File: src/rtl/vio_responder.sv
// rtl/vio_responder.sv - vio channel far end: burst parser, write FIFO, status/summary registers
// Frames of header + N words become addressed writes drained through a FWFT FIFO to cfg_*.
module vio_responder #(
   parameter int FIFO_DEPTH = 16,
   parameter int LEVEL_W    = 5
) (
   input  logic        clk,
   input  logic        reset,
   input  logic        vio_en,
   input  logic        vio_strobe,
   input  logic [15:0] vio_din,
   output logic [15:0] vio_dout,
   output logic [15:0] vio_cfg,
   output logic        cfg_wr,
   output logic [7:0]  cfg_addr,
   output logic [15:0] cfg_data,
   input  logic        cfg_ready
);

   localparam int PTR_W = LEVEL_W - 1;

   typedef enum logic [1:0] {IDLE, HDR, DATA, DONE} state_t;

   state_t             state_q, state_d;
   logic               en_q;
   logic [7:0]         addr_q, addr_d;
   logic [7:0]         remain_q, remain_d;
   logic [7:0]         frames_q, frames_d;
   logic               ovf_q, ovf_d;
   logic               short_q, short_d;
   logic               extra_q, extra_d;
   logic [LEVEL_W-1:0] level_q, level_d;
   logic [PTR_W-1:0]   wr_ptr_q, wr_ptr_d;
   logic [PTR_W-1:0]   rd_ptr_q, rd_ptr_d;
   logic [15:0]        dout_q, dout_d;
   logic [15:0]        cfg_q, cfg_d;
   logic [23:0]        mem_q [FIFO_DEPTH];
   logic               push_req, push, pop, full;

   assign cfg_wr   = (level_q != '0);
   assign pop      = cfg_wr & cfg_ready;
   assign full     = (level_q == LEVEL_W'(FIFO_DEPTH));
   assign cfg_addr = cfg_wr ? mem_q[rd_ptr_q][23:16] : 8'h00;
   assign cfg_data = cfg_wr ? mem_q[rd_ptr_q][15:0] : 16'h0000;
   assign vio_dout = dout_q;
   assign vio_cfg  = cfg_q;

   always_comb begin
      state_d  = state_q;
      addr_d   = addr_q;
      remain_d = remain_q;
      frames_d = frames_q;
      ovf_d    = ovf_q;
      short_d  = short_q;
      extra_d  = extra_q;
      push_req = 1'b0;

      case (state_q)
         IDLE: begin
            if (vio_en && !en_q) begin
               state_d = HDR;
               ovf_d   = 1'b0;
               short_d = 1'b0;
               extra_d = 1'b0;
            end
         end
         HDR: begin
            if (vio_strobe) begin
               addr_d   = vio_din[7:0];
               remain_d = vio_din[15:8];
               state_d  = (vio_din[15:8] == 8'd0) ? DONE : DATA;
            end
         end
         DATA: begin
            if (vio_strobe) begin
               push_req = 1'b1;
               addr_d   = addr_q + 8'd1;
               remain_d = remain_q - 8'd1;
               if (remain_q == 8'd1) state_d = DONE;
            end
         end
         DONE: begin
            if (vio_strobe) extra_d = 1'b1;
         end
         default: state_d = IDLE;
      endcase

      // A word arriving with the falling enable is consumed before the frame closes.
      if (state_q != IDLE && !vio_en) begin
         if (state_d == DATA && remain_d != 8'd0) short_d = 1'b1;
         state_d  = IDLE;
         frames_d = frames_q + 8'd1;
      end

      push = push_req & (!full | pop);
      if (push_req && full && !pop) ovf_d = 1'b1;
      wr_ptr_d = wr_ptr_q + PTR_W'(push);
      rd_ptr_d = rd_ptr_q + PTR_W'(pop);
      level_d  = level_q + LEVEL_W'(push) - LEVEL_W'(pop);

      dout_d = {(state_d != IDLE) || (level_d != '0), ovf_d, short_d, extra_d,
                {(12 - LEVEL_W){1'b0}}, level_d};
      cfg_d  = {(state_d != IDLE), ovf_d | short_d | extra_d, 6'b0, frames_d};
   end

   always_ff @(posedge clk or posedge reset) begin
      if (reset) begin
         state_q  <= IDLE;
         en_q     <= 1'b0;
         addr_q   <= '0;
         remain_q <= '0;
         frames_q <= '0;
         ovf_q    <= 1'b0;
         short_q  <= 1'b0;
         extra_q  <= 1'b0;
         level_q  <= '0;
         wr_ptr_q <= '0;
         rd_ptr_q <= '0;
         dout_q   <= '0;
         cfg_q    <= '0;
      end else begin
         state_q  <= state_d;
         en_q     <= vio_en;
         addr_q   <= addr_d;
         remain_q <= remain_d;
         frames_q <= frames_d;
         ovf_q    <= ovf_d;
         short_q  <= short_d;
         extra_q  <= extra_d;
         level_q  <= level_d;
         wr_ptr_q <= wr_ptr_d;
         rd_ptr_q <= rd_ptr_d;
         dout_q   <= dout_d;
         cfg_q    <= cfg_d;
      end
   end

   always_ff @(posedge clk) begin
      if (push) mem_q[wr_ptr_q] <= {addr_q, vio_din};
   end

endmodule

File: config.mk
export PLATFORM = sky130hd
export DESIGN_NAME = vio_responder
export DESIGN_NICKNAME = d
export VERILOG_FILES = /design/src/rtl/vio_responder.sv
export SDC_FILE = /design/constraint.sdc
export NUM_CORES = 1
export LEC_CHECK = 0
export CELL_PAD_IN_SITES_DETAIL_PLACEMENT = 1
export CELL_PAD_IN_SITES_GLOBAL_PLACEMENT = 1
export CORE_ASPECT_RATIO = 1.2
export CORE_MARGIN = 5
export CORE_UTILIZATION = 50
export CTS_BUF_LIST = sky130_fd_sc_hd__clkbuf_4
export DETAILED_ROUTE_END_ITERATION = 8
export PLACE_DENSITY_LB_ADDON = 0.1
export SLEW_MARGIN = 5
export SYNTH_ARGS = -nofsm -noshare
export SYNTH_HDL_FRONTEND = slang
export SYNTH_SLANG_ARGS = --single-unit
export TNS_END_PERCENT = 100
File: constraint.sdc
create_clock -name clk -period 9.7 [get_ports clk]
set_input_delay 1.94 -clock clk [delete_from_list [all_inputs] [get_ports clk]]
set_output_delay 1.94 -clock clk [all_outputs]
set_load 0.02 [all_outputs]
==> results.json <==
{
  "p_per_area_nw_per_um2": 291.8,
  "detailedRoute.firstIterationViolations": 701,
  "fin_util_pct": 58.01,
  "synth_most_common_cell": "edfxtp_1",
  "ys_seq_area_share_pct": 73.04,
  "yosysUniqueCellTypes": 57,
  "fillCellCount": 2998,
  "timing.final.max_slew_violations": 0,
  "async_flop_share_pct": 10.70,
  "cts_inserted_buffers": 104,
  "synthesis.area_um2": 17360,
  "synth_edf_count": 384,
  "cp_num_cells": 6,
  "critPathRequiredTime_ns": 7.76,
  "critPathCapture": "cfg_addr[7]",
  "grt_pass1_vias": 10140,
  "drv_cap": 0,
  "timing.final.crit_share_pct": 64.30,
  "slowest_delay_ns": 0.87,
  "grt_setup_unrepaired": "no",
  "synthTopCellsByArea": "edfxtp_1 66%, mux4_2 15%, dfrtp_1 6.6%",
  "synthFlopType": "edfxtp_1",
  "startpoint_type": "flip-flop",
  "coreArea_um2": 34170,
  "numPortBuffers": 64,
  "clk_path_buf_depth": 3,
  "grt_overflow": 0,
  "cts_root_buffer": "clkbuf_4",
  "cts_hold_repair.buffers": 0,
  "dr_total_vias": 9115,
  "period_minus_slack_ns": 6.237,
  "synthCells": 872,
  "synth_top_area_cell": "edfxtp_1",
  "clkLatencyLatePin_ns": 0.74,
  "path_delay_family": "buffers and inverters",
  "ys_ff_latch": 430,
  "place_congestion": 0.7563,
  "cts_tree": "yes",
  "hold_viol": 0,
  "maxSlewHeadroom_pct": 20.80,
  "detail-route-antenna-nets": 0,
  "place_inst": 1371,
  "crit_buf_inv": 2,
  "post_cts_resized": 0,
  "cp_max_fo": 52,
  "ys_warn_count": 0,
  "htreeDepth": 3,
  "tns_ns": 0,
  "antenna_found_initial": 1,
  "rr_worst_depth": 14,
  "outcome": "finished clean",
  "fin_cells": 1566,
  "critical_path.cell_chain": "buf_4 > nand2_1 > o221ai_1 > o22ai_1 > a211oi_1 > clkdlybuf4s50_1",
  "grt_max_degree": 53,
  "irDropWorstVdd_mv": 0.1745,
  "wire_per_inst_um": 26.51,
  "post-cts-setup-buffers": 0,
  "die-area_um2": 38570,
  "drive_gt1_share_pct": 28.40,
  "synth_top_area_share_pct": 66.41,
  "cts.sinks": 430,
  "hold_path_class": "flip-flop to flip-flop",
  "max_freq_mhz": 160.3,
  "die_w_um": 180.1,
  "start_util_pct": 50.82,
  "clock_skew_ns": 0.04978,
  "clkTransAtPathRegs_ns": 0.07,
  "wl_um": 41510,
  "rr_endpoint": "vio_dout[15]$_DFF_PP0_",
  "postSynthAreaPerCell_um2": 19.91,
  "die_h_um": 214.1,
  "startpoint": "rd_ptr_q[1]$_DFF_PP0_",
  "pin_count": 78,
  "synth_top_cells_by_count": "384 x edfxtp_1, 114 x mux4_2, 46 x dfrtp_1, 28 x nor2b_1",
  "slowest_stage": "dfrtp_4",
  "worst_slew_pin_slew_ns": 1.187,
  "num_rows": 74,
  "worstSetupEndpointType": "output pin",
  "p_total_mw": 5.783,
  "firstDrtPassIters": 5,
  "grt_pass1_wl_um": 63210,
  "regToRegSetupSlack_ns": 5.71,
  "hpwl_um": 23670,
  "timing.rr.start": "level_q[2]$_DFF_PP0_",
  "drt-vias-per-instance": 5.821,
  "worstSetupPathType": "flip-flop to output pin",
  "setup_violations": 0,
  "final_nets": 1062,
  "syn2layout_area_growth_pct": 14.13,
  "cp_data_arrival_time_ns": 4.30,
  "drc": 0,
  "gr-usage-all-layers_pct": 21.78,
  "p_leak_nw": 6.699
}
-- routing by layer --
layer / GRT usage, % / vias to the layer above / share of wire, %
li1: - / 3882 / -
met1: 28.45 / 4847 / 40
met2: 37.22 / 341 / 52
met3: 4.174 / 45 / 6.2
met4: 7.237 / 0 / 1.7
met5: 0 / - / 0
-- power by group --
group,internal (mW),switching [mW],leakage [nW]
clock,0.700,0.710,0.762
combinational,0.953,0.931,1.92
sequential,2.23,0.256,4.01
total,3.89,1.90,6.70
-- layout make-up --
class | count | area [um2] | area share (%)
antenna | 1 | 2.502 | 0.01263
clock buffer | 146 | 1096 | 5.531
clock inverter | 48 | 191.4 | 0.9660
inverter | 26 | 97.59 | 0.4925
multi-input combinational | 373 | 4364 | 22.02
sequential | 430 | 12690 | 64.03
tap | 456 | 570.5 | 2.879
timing repair buffer | 86 | 805.8 | 4.066
-- cells by family after synthesis --
kind of cell | count (synthesis) | synth area share [%]
muxes | 125 | 15.43
DFF | 430 | 73.04
buffers and inverters | 81 | 2.421
adders and majority gates | 20 | 1.484
xor gates and xnor gates | 16 | 0.8071
AOI/OAI and AO/OA | 74 | 2.810
and+or+nand+nor | 125 | 3.992
other | 1 | 0.02160
-- state kept, by name (all words and copies together) (netlist names), 2 cells and up --
name and cells:
addr_q 8, frames_q 7, level_q 4, mem_q 384, rd_ptr_q 4, remain_q 8
state_q 2, vio_cfg 3, vio_dout 5, wr_ptr_q 4
-- through the flow --
step	hold WS (ns)	cell area (um2)	setup slack, ns
after floorplan	0.4628	17410	4.821
final	0.4728	19820	3.463
after CTS	0.4805	19820	3.330
after global routing	0.5009	19820	3.228
after global placement	0.4586	18530	4.234
after detailed placement	0.4602	18530	4.189
-- worst min path at each step --
stage,from,end,slack [ns],depth (start not counted)
6_report,vio_cfg[7]$_DFFE_PP0P_,vio_cfg[7]$_DFFE_PP0P_,0.47,1
5_1_grt,vio_cfg[7]$_DFFE_PP0P_,vio_cfg[7]$_DFFE_PP0P_,0.50,1
4_1_cts,vio_cfg[7]$_DFFE_PP0P_,vio_cfg[7]$_DFFE_PP0P_,0.48,1
3_5_place_dp,vio_cfg[7]$_DFFE_PP0P_,vio_cfg[7]$_DFFE_PP0P_,0.46,1
3_3_place_gp,vio_cfg[7]$_DFFE_PP0P_,vio_cfg[7]$_DFFE_PP0P_,0.46,1
2_1_floorplan,vio_dout[13]$_DFF_PP0_,vio_dout[13]$_DFF_PP0_,0.46,2
-- cells in the final DEF (no fill, tap or decap), drive strengths merged, types with 22 or more instances in the layout --
master and instances:
edfxtp 384, clkbuf 146, mux4 114, clkdlybuf4s50 64
clkinv 47, dfrtp 46, nor2b 28, nor2 27
inv 26, nand2 24, buf 22
No activity file was read; power rests on OpenSTA's default activity.
